## src/rtl/o_buf_pkg.sv

```systemverilog
// Shared types and sizing for the eight-word output buffer.
// Imported by the index counter and the buffer top.
package o_buf_pkg;

    localparam int O_BUF_DEPTH = 8;
    localparam int O_BUF_IDX_W = 3;

    typedef enum logic {
        FILL  = 1'b0,
        DRAIN = 1'b1
    } o_buf_state_t;

endpackage

```

## src/rtl/o_buf_idx_counter.sv

```systemverilog
// Enable-gated index counter for the buffer; the 3-bit width
// makes the 7 -> 0 wrap free.
module o_buf_idx_counter
    import o_buf_pkg::*;
(
    input  logic                   Clock,
    input  logic                   Res_o_buf,
    input  logic                   en,
    output logic [O_BUF_IDX_W-1:0] idx
);

    // Advance by one on each enabled edge.
    always_ff @(posedge Clock or negedge Res_o_buf) begin
        if (!Res_o_buf) begin
            idx <= '0;
        end else if (en) begin
            idx <= idx + 1'b1;
        end
    end

endmodule

```

## src/rtl/output_buffer.sv

```systemverilog
// Eight-word block buffer: fills a block, then drains it in order.
// Optional sticky overrun flag Ovf_err under O_BUF_OVF_FLAG_EN.
module output_buffer
    import o_buf_pkg::*;
#(
    parameter int DATA_W = 16
) (
    input  logic              Clock,
    input  logic              Res_o_buf,
    input  logic              In_valid,
    input  logic [DATA_W-1:0] In_data,
    output logic              In_ready,
    output logic              Out_valid,
    output logic [DATA_W-1:0] Out_data,
    input  logic              Out_ready,
    output logic              Out_last,
    output logic              Busy
`ifdef O_BUF_OVF_FLAG_EN
    ,
    output logic              Ovf_err
`endif
);

    localparam logic [O_BUF_IDX_W-1:0] IDX_LAST =
        O_BUF_IDX_W'(O_BUF_DEPTH - 1);

    o_buf_state_t             state;
    logic                     in_ready_q;
    logic                     out_valid_q;
    logic                     busy_q;
    logic [O_BUF_IDX_W-1:0]   wr_idx;
    logic [O_BUF_IDX_W-1:0]   rd_idx;
    logic [DATA_W-1:0]        entry [O_BUF_DEPTH];
    logic                     in_xfer;
    logic                     out_xfer;

    assign in_xfer  = In_valid && in_ready_q;
    assign out_xfer = out_valid_q && Out_ready;

    o_buf_idx_counter u_wr_idx (
        .Clock     (Clock),
        .Res_o_buf (Res_o_buf),
        .en        (in_xfer),
        .idx       (wr_idx)
    );

    o_buf_idx_counter u_rd_idx (
        .Clock     (Clock),
        .Res_o_buf (Res_o_buf),
        .en        (out_xfer),
        .idx       (rd_idx)
    );

    // Capture accepted words; reset clears the whole block.
    always_ff @(posedge Clock or negedge Res_o_buf) begin
        if (!Res_o_buf) begin
            for (int i = 0; i < O_BUF_DEPTH; i++) begin
                entry[i] <= '0;
            end
        end else if (in_xfer) begin
            entry[wr_idx] <= In_data;
        end
    end

    // FILL/DRAIN sequencing with handshake outputs registered.
    always_ff @(posedge Clock or negedge Res_o_buf) begin
        if (!Res_o_buf) begin
            state       <= FILL;
            in_ready_q  <= 1'b1;
            out_valid_q <= 1'b0;
            busy_q      <= 1'b0;
        end else begin
            unique case (state)
                FILL: begin
                    if (in_xfer && wr_idx == IDX_LAST) begin
                        state       <= DRAIN;
                        in_ready_q  <= 1'b0;
                        out_valid_q <= 1'b1;
                        busy_q      <= 1'b1;
                    end
                end
                DRAIN: begin
                    if (out_xfer && rd_idx == IDX_LAST) begin
                        state       <= FILL;
                        in_ready_q  <= 1'b1;
                        out_valid_q <= 1'b0;
                        busy_q      <= 1'b0;
                    end
                end
                default: begin
                    state       <= FILL;
                    in_ready_q  <= 1'b1;
                    out_valid_q <= 1'b0;
                    busy_q      <= 1'b0;
                end
            endcase
        end
    end

`ifdef O_BUF_OVF_FLAG_EN
    logic ovf_q;

    // Sticky record of any word offered while draining.
    always_ff @(posedge Clock or negedge Res_o_buf) begin
        if (!Res_o_buf) begin
            ovf_q <= 1'b0;
        end else if (state == DRAIN && In_valid) begin
            ovf_q <= 1'b1;
        end
    end

    assign Ovf_err = ovf_q;
`endif

    assign In_ready  = in_ready_q;
    assign Out_valid = out_valid_q;
    assign Busy      = busy_q;
    assign Out_data  = entry[rd_idx];
    assign Out_last  = out_valid_q && (rd_idx == IDX_LAST);

endmodule

```

## config.mk

```make
export PLATFORM = sky130hd
export DESIGN_NAME = output_buffer
export DESIGN_NICKNAME = d
export VERILOG_FILES = /design/src/rtl/o_buf_pkg.sv /design/src/rtl/o_buf_idx_counter.sv /design/src/rtl/output_buffer.sv
export SDC_FILE = /design/constraint.sdc
export NUM_CORES = 1
export LEC_CHECK = 0
export CAP_MARGIN = 10
export CORE_ASPECT_RATIO = 1.75
export CORE_MARGIN = 3
export CORE_UTILIZATION = 39
export CTS_BUF_LIST = sky130_fd_sc_hd__clkbuf_4
export CTS_CLUSTER_SIZE = 8
export DETAILED_ROUTE_END_ITERATION = 10
export PLACE_DENSITY_LB_ADDON = 0.1
export REMOVE_ABC_BUFFERS = 1
export SLEW_MARGIN = 20
export SYNTH_ARGS = -nofsm -noshare
export SYNTH_HDL_FRONTEND = slang
export SYNTH_HIERARCHICAL = 1
export SYNTH_SLANG_ARGS = --single-unit
```

## constraint.sdc

```tcl
create_clock -name Clock -period 1.9 [get_ports Clock]
set_input_delay 0.38 -clock Clock [delete_from_list [all_inputs] [get_ports Clock]]
set_output_delay 0.38 -clock Clock [all_outputs]
set_load 0.05 [all_outputs]
```

# [Yosys cells after proc, flatten, opt, wreduce, memory -nomap -nowiden]
# Index checks and enable logic that the tools add are counted.
[classes] eq_ne=4 addsub=2 n_reduce_logical=7 muxes=15 bitwise=3 n_lt_le_gt_ge=3
[ops] operator="$bwmux W128" n=1
[ops] operator="$bmux W16 S3" n=1
[ops] operator="$demux W16 S3" n=1
[ops] operator="$mux W16" n=3
[ops] operator="$ge A4 B4 Y1 const B" n=2
[ops] operator="$not A3 Y4" n=2
[ops] operator="$add A3 B1 Y3 const B" n=2
[ops] operator="$eq A3 B3 Y1 const B" n=2
[ops] operator="$logic_and A1 B1 Y1" n=6
[ops] operator="$mux W1" n=6
[ops] operator="$pmux W1 S2" n=3
[ops] operator="$lt A4 B1 Y1 const B" n=1
[ops] operator="$ne A2 B1 Y1 const B" n=1
[ops] operator="$ne A2 B2 Y1 const B" n=1
[ops] operator="$reduce_and A2 Y1" n=1
[ops] operator="$not A1 Y1" n=1
[totals] register_bits=137 out_inout_bits=20 input_bits=20 elab_cells=47

# [Longest topological paths before layout]
# Gate-level depths: netlist of run 1.
[logic_depth] word_depth=6 depth_mapped=6 depth_no_buf=3

# [By module]
# The synthesis of run 1 kept the hierarchy.
[by_module_without_submodules] mod="output_buffer" seq_area_each_um2=3279.4 cells_per_inst=384 n_inst=1 area_each_um2=6048.3
[by_module_without_submodules] mod="o_buf_idx_counter" seq_area_each_um2=75.1 cells_per_inst=8 n_inst=2 area_each_um2=123.9

# [Worst setup path before layout of run 1]
# OpenSTA, ideal clock, no wires.
[synth_timing] path_kind="register -> output" startpoint="register u_rd_idx.idx[0]" endpoint="output Out_data[11]" arrival_time_ns=1.824 n_path_buf=3 setup_slack_ns=-0.304 stages_incl_launch_ff=7 required_ns=1.520 cell_sequence="dfrtp_1 -> buf_4 -> buf_4 -> buf_4 -> mux4_2 -> nand2_1 -> nand2_1"
[synth_between] elab_chain_cells=4
[synth_lines] element="start, declared" line_no="o_buf_idx_counter.sv:9" text="output logic [O_BUF_IDX_W-1:0] idx"
[synth_lines] element="start signal, assigned" line_no="o_buf_idx_counter.sv:17" text="idx <= idx + 1'b1;"
[synth_lines] element="$not A3 Y4 (not written as such)" line_no="output_buffer.sv:118" text="assign Out_data = entry[rd_idx];"
[synth_lines] element="$bmux W16 S3" line_no="output_buffer.sv:118"
[synth_lines] element="$mux W16 (not written as such) (2 in a row)" line_no="output_buffer.sv:118"
[synth_lines] element="end, declared" line_no="output_buffer.sv:14" text="output logic [DATA_W-1:0] Out_data,"
# No other way between the ends. The select of a mux whose other input is x is not followed.

# [Final worst setup path of run 1]
[layout_timing] startpoint="register u_rd_idx.idx[0]" endpoint="output Out_data[2]"
# The elaborated chain is that of the path after synthesis.

==> impl_metrics.ini, run 1 <==
[global_route]
grt_pass1_vias = 3932
grt-ovfl-total = 0
antenna_found_initial = 1
grt_pass1_wl_mm = 22.5
grt_max_degree = 59
track_usage_pct = 16.8

[floorplanning]
start_util_pct = 40.3
core_sq_um = 15600
rows = 60
dieWidth_um = 102
chipHeight_um = 174
dieArea_sq_um = 17800
num_io_pins = 40

[synth]
syn_avg_cell_area_sq_um = 15.7
synthCells = 400
synth_area_sq_um = 6300
synth-seq-area-share_pct = 54.5
ys_ff_latch = 137
ys_warn_count = 6
synth_cell_types = 26

[cells_and_area]
drive_gt1_share_pct = 57.0
design_area_sq_um = 7710
fin_nets = 495
areaGrowthSynthToFinish_pct = 22.5
multi_input_area_sq_um = 2750
final_common_cell = dfrtp_1
fill_cells = 1378
final_cells = 673
layout_common_cells = 135 x dfrtp_1, 108 x mux2_2, 32 x mux4_2
register_area_sq_um = 3430

[place]
numPlacedInstances = 636
gp_congestion = 0.707
dpl.hpwl_mm = 8.97
portBuffers = 39
place_area_sq_um = 7310

[clocking]
cts_buffers = 17
root_buffer = clkbuf_4
clock_latency_ns = 0.52
clkTransAtPathRegs_ns = 0.14
clk_path_buf_depth = 2
cts_max_level = 4
cts.sinks = 137
tritoncts = built

[timing]
skew_ns = 0.0244
setup_viol = 17
fmax_mhz = 409
timing.final.ws_setup_ns = -0.548
period_needed_ns = 2.45
maxSlewHeadroom_pct = 69.2
rsz0062_at_grt = yes
fin_hold_ws_ns = 0.335
slew_violations = 0
period_share_pct = 129
tightest_slew_ns = 0.462
hold_violations = 0
setup_tns_ns = -8.60

[flow_run]
cap_viol_max_count = 0

[status]
outcome = complete, but fails checks
violations = negative setup slack

[setup_path]
crit_required_ns = 1.52
crit_path_max_fanout = 7
regToRegEndpoint = entry[51]$_DFFE_PN0P_
ff2ff_setup_slack_ns = 0.12
rr_worst_depth = 5
cp_data_arrival_time_ns = 2.07
critPathLaunchType = register
r2r_start = In_ready$_DFFE_PN1P_
worst-setup-path-type = register to output pin
crit_path_end_kind = output pin

[pwr]
switching_share_pct = 25.7
power_density_nw_per_um2 = 634
pwr-share-clk_pct = 37.5
p_total_mw = 4.89
peakVddDrop_uv = 286
p_int_mw = 3.63
cellLeakagePower_nw = 3.71
pwr-share-seq_pct = 59.6
power_frac_comb_pct = 2.9
switchingPower_mw = 1.26

[drt]
wire_per_inst_um = 20.1
antenna_left = 0
finalWirelength_mm = 13.5
dr.pass1.iters = 4
viasPerCell = 5.26
drtIter0Drc = 119
num_vias = 3539
drc = 0

[worst_hold_path]
hold_class = primary input to async pin
-- timing repair --
item                                   in CTS  in global routing
setup endpoints to repair                  17                 17
setup buffers                               1                  0
cloned                                      2                  0
endpoints found under the hold margin      29                  0
gates resized for setup                    18                  3
hold buffers                                1                  0
pin swaps                                  12                  6
-- flip-flops by register name (all words and copies together), names as in the netlist --
register,cells
state,1
Out_valid,1
In_ready,1
u_wr_idx/idx,3
u_rd_idx/idx,3
entry,128
-- routing by layer --
layer	track usage, %	vias to the layer above	wire (um)
met5	0	-	0
li1	-	1602	-
met1	22.9	1875	5880
met2	27.2	57	7130
met3	3.61	5	389
met4	4.43	0	91
-- worst max-delay path by stage --
stage	start	end	slack [ns]	depth (start not counted)
after floorplan	u_rd_idx/idx[0]$_DFFE_PN0P_	Out_data[0]	-0.94	3
after CTS	u_rd_idx/idx[0]$_DFFE_PN0P_	Out_data[5]	-0.62	6
after detailed placement	In_valid	entry[51]$_DFFE_PN0P_	-0.16	6
final	u_rd_idx/idx[0]$_DFFE_PN0P_	Out_data[2]	-0.55	6
after global placement	In_valid	entry[63]$_DFFE_PN0P_	-0.15	6
after global routing	u_rd_idx/idx[0]$_DFFE_PN0P_	Out_data[0]	-0.70	6
-- Yosys cell counts (all sizes together) --
cell type  number  area (sq um)
mux2          130          1550
buf            18           145
nor2            6          37.5
nand4           1          6.26
ha              2          25.0
o31ai           1          7.51
nand3           2          15.0
nand2          37           139
and2            2          12.5
a2bb2oi         1          8.76
or3             2          12.5
xnor2           2          17.5
dfstp           1          26.3
dfrtp         136          3400
xor2            2          17.5
o21a            1          7.51
mux4           32           721
nand2b         18           113
nand3b          1          11.3
clkbuf          4          15.0
and4            1          8.76
-- through the flow --
stage          setup WS (ns)  utilization (%)
2_1_floorplan         -0.936                -
3_3_place_gp          -0.155             46.8
3_5_place_dp          -0.160             46.8
4_1_cts               -0.624             49.3
5_1_grt               -0.704             49.4
6_report              -0.548             49.4
-- cell type report --
| class | instances | area share [%] |
|---|---|---|
| Antenna cell | 1 | 0.0324 |
| Clock buffer | 17 | 1.65 |
| Clock inverter | 15 | 1.80 |
| Multi-Input combinational cell | 241 | 35.6 |
| Sequential cell | 137 | 44.5 |
| Tap cell | 186 | 3.02 |
| Timing Repair Buffer | 76 | 13.4 |
-- logic make-up after synthesis --
kind of cell    after synthesis  synth area share (%)
flops                       137                  54.5
fa+ha+maj                     2                 0.397
simple gates                 70                  5.64
buf+inv                      22                  2.54
compound gates                3                 0.378
mux                         162                  36.0
xor+xnor                      4                 0.557
-- power groups by stage --
| stage | Combinational, mW | Clock (mW) | Sequential (mW) |
|---|---|---|---|
| final | 0.143 | 1.83 | 2.92 |
| after global routing | 0.164 | 2.07 | 2.92 |
| after CTS | 0.149 | 1.91 | 2.92 |
| after detailed placement | 0.147 | 0 | 2.97 |
| after global placement | 0.144 | 0 | 2.97 |
| after floorplan | 0.00302 | 0 | 2.97 |
-- critical path, stage by stage (launching register included) --
cell	delay, ns
dfrtp_2	0.40
buf_12	0.15
buf_12	0.15
mux4_2	0.51
nand2b_1	0.11
nand2_2	0.07
buf_12	0.15
Note: power is estimated with default switching activity, not from simulation.
==> run 2, diff against run 1 <==
--- a/config.mk
+++ b/config.mk
@@ -12,8 +12,10 @@
 export CTS_BUF_LIST = sky130_fd_sc_hd__clkbuf_4
 export CTS_CLUSTER_SIZE = 8
 export DETAILED_ROUTE_END_ITERATION = 10
+export GPL_ROUTABILITY_DRIVEN = 0
 export PLACE_DENSITY_LB_ADDON = 0.1
 export REMOVE_ABC_BUFFERS = 1
+export SETUP_SLACK_MARGIN = 0.05
 export SLEW_MARGIN = 20
 export SYNTH_ARGS = -nofsm -noshare
 export SYNTH_HDL_FRONTEND = slang
==> run 2 against run 1 <==
- the flow still finishes with violations (negative setup slack)
- sequential cell count unchanged
- clock-buffer cell count unchanged
- non-clock buffer count increased by 1
- critical path depth unchanged
- total power about the same
- global-route usage unchanged
- die area unchanged
- via count increased by 0.54%
- sequential share of layout area decreased by 0.24 points
- first-iteration DRC count increased by 2.5%
- final cell count increased by 0.15%
- combinational power about the same
==> impl_metrics.ini, run 2 (synthesis results as in run 1) <==
[status]
outcome = complete, but fails checks
violations = negative setup slack

[timing]
tightest_slew_ns = 0.468
fmax_mhz = 409
maxSlewHeadroom_pct = 68.8
timing.final.ws_setup_ns = -0.546
period_share_pct = 129
slew_violations = 0
period_needed_ns = 2.45
setup_viol = 17
rsz0062_at_grt = yes
skew_ns = 0.0251
setup_tns_ns = -8.57
hold_violations = 0

[setup_path]
crit_required_ns = 1.52
crit_path_max_fanout = 7
critPathLaunchType = register
crit_path_end_kind = output pin
worst-setup-path-type = register to output pin
cp_data_arrival_time_ns = 2.07

[clocking]
clock_latency_ns = 0.52
cts.sinks = 137
root_buffer = clkbuf_4
clkTransAtPathRegs_ns = 0.14
cts_buffers = 17
cts_max_level = 4
clk_path_buf_depth = 2
tritoncts = built

[floorplanning]
num_io_pins = 40
core_sq_um = 15600
chipHeight_um = 174
rows = 60
dieArea_sq_um = 17800
dieWidth_um = 102
start_util_pct = 40.3

[cells_and_area]
largestRegisters = entry x128, u_rd_idx/idx x3, u_wr_idx/idx x3
fin_nets = 496
largest_reg_flops = 128
final_common_cell = dfrtp_1
layout_common_cells = 135 x dfrtp_1, 108 x mux2_2, 32 x mux4_2
design_area_sq_um = 7760
drive_gt1_share_pct = 57.1
final_cells = 674
regMostFlops = entry
fin_util_pct = 49.7
areaGrowthSynthToFinish_pct = 23.2

[worst_hold_path]
hold_class = primary input to async pin

[global_route]
track_usage_pct = 16.8
grt_max_degree = 59
grt_pass1_wl_mm = 22.5
antenna_found_initial = 1
grt_pass1_vias = 3932
grt-ovfl-total = 0

[pwr]
cellLeakagePower_nw = 3.72
p_total_mw = 4.89
power_density_nw_per_um2 = 631
peakVddDrop_uv = 286

[drt]
antenna_left = 0
dr.pass1.iters = 4
drc = 0
viasPerCell = 5.28
wire_per_inst_um = 20.2
num_vias = 3558
finalWirelength_mm = 13.6
drtIter0Drc = 122

[place]
numPlacedInstances = 636
dpl.hpwl_mm = 8.97
place_area_sq_um = 7310
portBuffers = 39

[flow_run]
cap_viol_max_count = 0
==> run 2: per-layer routing <==
layer,share of wire [%],vias to the layer above,global-route usage (%)
met5,0,-,0
li1,-,1607,-
met4,0.66,0,4.43
met3,2.6,5,3.61
met1,44,1899,22.9
met2,53,47,27.2
==> run 2: power by group <==
group | switching [mW] | leakage, nW | internal [mW]
sequential | 0 | 1.91 | 2.92
combinational | 0.0971 | 1.67 | 0.0466
clock | 1.16 | 0.146 | 0.673
total | 1.26 | 3.72 | 3.63
==> run 2: worst max-delay path, cell delays in order, from the launching register on <==
cell and delay (ns):
dfrtp_2 0.40, buf_12 0.15, buf_12 0.15, mux4_2 0.51, nand2b_1 0.11, nand2_2 0.07, buf_12 0.15
==> run 2: area by class of cell <==
cell class / instances / area (sq um)
Clock inverter: 15 / 139
Sequential cell: 137 / 3430
Clock buffer: 17 / 128
Multi-Input combinational cell: 241 / 2760
Antenna cell: 1 / 2.50
Tap cell: 186 / 233
Timing Repair Buffer: 77 / 1060
Fill cell: 1378 / 7860
==> run 2: final timing paths <==
path                                                  start                     endpoint  slack (ns)  depth (start not counted)
worst max-delay path            u_rd_idx/idx[0]$_DFFE_PN0P_                  Out_data[2]       -0.55                          6
worst min-delay path                              Res_o_buf  u_wr_idx/idx[1]$_DFFE_PN0P_        0.34                          2
max in group asynchronous                         Res_o_buf        entry[96]$_DFFE_PN0P_        0.87                          3
worst min register to register        entry[83]$_DFFE_PN0P_        entry[83]$_DFFE_PN0P_        0.51                          1
worst max register to register         In_ready$_DFFE_PN1P_       entry[106]$_DFFE_PN0P_        0.13                          4
min in group Clock                                Out_ready         In_ready$_DFFE_PN1P_        0.46                          3
==> run 2: what timing repair did <==
item,4_1_cts,5_1_grt
pin swaps,12,7
buffers inserted,1,0
cloned,2,1
gates resized for setup,18,7
endpoints found under the hold margin,29,0
endpoints found under the setup margin,17,26
hold buffers,1,0
==> run 2: stage by stage <==
| stage | hold slack (ns) | worst slack [ns] |
|---|---|---|
| final | 0.338 | -0.546 |
| after global placement | 0.364 | -0.155 |
| after floorplan | 0.0844 | -0.936 |
| after CTS | 0.298 | -0.624 |
| after global routing | 0.304 | -0.704 |
| after detailed placement | 0.373 | -0.160 |
==> run 3, diff against run 2 <==
--- a/config.mk
+++ b/config.mk
@@ -7,7 +7,7 @@
 export LEC_CHECK = 0
 export CAP_MARGIN = 10
 export CORE_ASPECT_RATIO = 1.75
-export CORE_MARGIN = 3
+export CORE_MARGIN = 2
 export CORE_UTILIZATION = 39
 export CTS_BUF_LIST = sky130_fd_sc_hd__clkbuf_4
 export CTS_CLUSTER_SIZE = 8
@@ -19,5 +19,4 @@
 export SLEW_MARGIN = 20
 export SYNTH_ARGS = -nofsm -noshare
 export SYNTH_HDL_FRONTEND = slang
-export SYNTH_HIERARCHICAL = 1
 export SYNTH_SLANG_ARGS = --single-unit
==> run 3 against run 2 <==
- total power decreased by 2.6%
- design area down 2.8%
- sequential cell count unchanged
- highest routed layer unchanged
- register-to-register slack improved by 0.04 ns
- the flow still finishes with violations (negative setup slack)
- final cell count is 4.0% lower
- synthesized cell count is 7.5% lower
- worst setup slack got worse by 0.079 ns
- clock skew fell by 0.011 ns
- fmax down 3.1%
- global-route usage increased by 0.54 points
- utilization shrank 1.9 points
==> impl_metrics.ini, run 3 <==
[global_route]
use_met2_pct = 30.5
grt_most_used_layer = met2
grt_max_degree = 48
grt_pass1_vias = 3897
grt_pass1_wl_mm = 22.1
met1_usage_pct = 21.2
grt-ovfl-total = 0
track_usage_pct = 17.4
antenna_found_initial = 1
use_met3_pct = 3.94

[floorplanning]
start_util_pct = 39.6
chipHeight_um = 171
num_io_pins = 40
dieArea_sq_um = 17100
core_sq_um = 15800
rows = 61
dieWidth_um = 99.7

[cells_and_area]
final_common_cell = dfrtp_1
regMostFlops = entry
multi_input_area_sq_um = 2730
register_area_sq_um = 3430
areaGrowthSynthToFinish_pct = 20.7
fin_util_pct = 47.7
drive_gt1_share_pct = 61.5
largestRegisters = entry x128, u_rd_idx.idx x3, u_wr_idx.idx x3
fill_cells = 1397
largest_reg_flops = 128
layout_common_cells = 135 x dfrtp_1, 123 x mux2_2, 32 x mux4_2
fin_nets = 469

[synth]
synth_cell_types = 24
syn_avg_cell_area_sq_um = 16.9
synth_edf_count = 0
ys_warn_count = 0
synth-seq-area-share_pct = 54.9
synthCells = 370
async_flop_share_pct = 100
synth_area_sq_um = 6250
yosysMostFrequentCell = dfrtp_1
ys_ff_latch = 137
yosysTopAreaCellShare_pct = 54.5
synth_area_leaders = dfrtp_1 54%, mux2_2 23%, mux4_2 12%
dominantRegCellSynth = dfrtp_1
netlist_top_cells_count = 136 x dfrtp_1, 128 x mux2_2, 32 x mux4_2, 20 x mux2_4, 10 x buf_2
synth_top_area_cell = dfrtp_1

[pwr]
p_total_mw = 4.76
power_density_nw_per_um2 = 632
cellLeakagePower_nw = 3.64
peakVddDrop_uv = 376

[drt]
drtIter0Drc = 100
drc = 0
antenna_left = 0
num_vias = 3465
dr.pass1.iters = 4
viasPerCell = 5.36
finalWirelength_mm = 13.5
wire_per_inst_um = 20.9

[setup_path]
crit_family = multiplexers
cp_data_arrival_time_ns = 2.14
r2r_start = In_ready$_DFFE_PN1P_
crit_path_max_fanout = 5
crit_chain = buf_4 > clkbuf_16 > mux4_2 > mux2_2 > buf_6
worst-setup-path-type = register to output pin
crit_required_ns = 1.52
max_stage_delay_ns = 0.50
crit_path_end_kind = output pin
crit_start = u_rd_idx.idx[0]$_DFFE_PN0P_
critPathSlowestCell = mux4_2
critPathLaunchType = register
cp.buffers_inverters = 3

[clocking]
cts_buffers = 17
clk_path_buf_depth = 2
cts_max_level = 4
cts.sinks = 137
clkTransAtPathRegs_ns = 0.11
root_buffer = clkbuf_4
clock_latency_ns = 0.51
tritoncts = built

[timing]
period_needed_ns = 2.52
hold_violations = 0
maxSlewHeadroom_pct = 69.4
slew_violations = 0
rsz0062_at_grt = yes
tightest_slew_ns = 0.459
fmax_mhz = 396
period_share_pct = 133
timing.final.ws_setup_ns = -0.625
setup_viol = 17
skew_ns = 0.0142

[place]
dpl.hpwl_mm = 8.74
pre_cts_ws_ns = -0.231
portBuffers = 39

[worst_hold_path]
hold_class = primary input to async pin

[status]
violations = negative setup slack
outcome = complete, but fails checks

[flow_run]
cap_viol_max_count = 0
run 3: layout make-up:
type / count / area share, %
repair buffers: 77 / 11.9
inverters: 1 / 0.0498
flip-flops and latches: 137 / 45.5
clock inverters: 13 / 1.41
diodes: 1 / 0.0332
clock buffers: 18 / 1.79
well taps: 189 / 3.14
multi-input cells: 211 / 36.2
run 3: repair_timing:
action,4_1_cts,5_1_grt
setup buffers,6,0
gates resized for setup,24,6
hold buffers,1,0
gates cloned,1,1
endpoints found under the setup margin,17,17
hold endpoints to repair,28,0
run 3: cells by family (layout without fill, tap and decap cells):
| family | after synthesis | after routing | synth area share, % |
|---|---|---|---|
| multiplexers | 180 | 180 | 39.4 |
| flip-flops | 137 | 137 | 54.9 |
| buffers and inverters | 22 | 109 | 2.20 |
| AND/OR/NAND/NOR | 20 | 20 | 1.86 |
| AO/OA/AOI/OAI | 6 | 6 | 0.701 |
| adder cells (fa/ha/maj) | 4 | 4 | 0.801 |
| XOR/XNOR | 1 | 1 | 0.140 |
| other | 0 | 1 | 0 |
run 3: per-layer routing:
| metal | vias to the layer above | wire, um |
|---|---|---|
| met3 | 10 | 280 |
| met2 | 51 | 7360 |
| met4 | 0 | 174 |
| met1 | 1859 | 5710 |
| li1 | 1545 | - |
| met5 | - | 0 |
run 3: through the flow:
step | instances | hold WS (ns) | instance area [sq um] | TNS, ns
floorplan | 349 | 0.0844 | 6110 | -24.17
global placement | 606 | 0.350 | 7070 | -24.59
detailed placement | 606 | 0.361 | 7070 | -26.61
CTS | 645 | 0.311 | 7490 | -11.13
global route | 647 | 0.341 | 7540 | -12.14
finish | 647 | 0.356 | 7540 | -9.93
run 3: worst paths after layout:
| check | end | slack [ns] | cells past startpoint |
|---|---|---|---|
| setup / recovery | Out_data[3] | -0.62 | 5 |
| hold / removal | entry[108]$_DFFE_PN0P_ | 0.36 | 2 |
| setup reg to reg | entry[7]$_DFFE_PN0P_ | 0.17 | 5 |
| hold reg to reg | entry[73]$_DFFE_PN0P_ | 0.51 | 1 |
| max in group asynchronous | In_ready$_DFFE_PN1P_ | 0.91 | 3 |
| min in group Clock | entry[73]$_DFFE_PN0P_ | 0.51 | 1 |
run 3: report_power, final:
part / switching [mW] / internal [mW]
Combinational: 0.0975 / 0.0482
Clock: 1.06 / 0.648
Sequential: 0 / 2.91
Total: 1.15 / 3.61
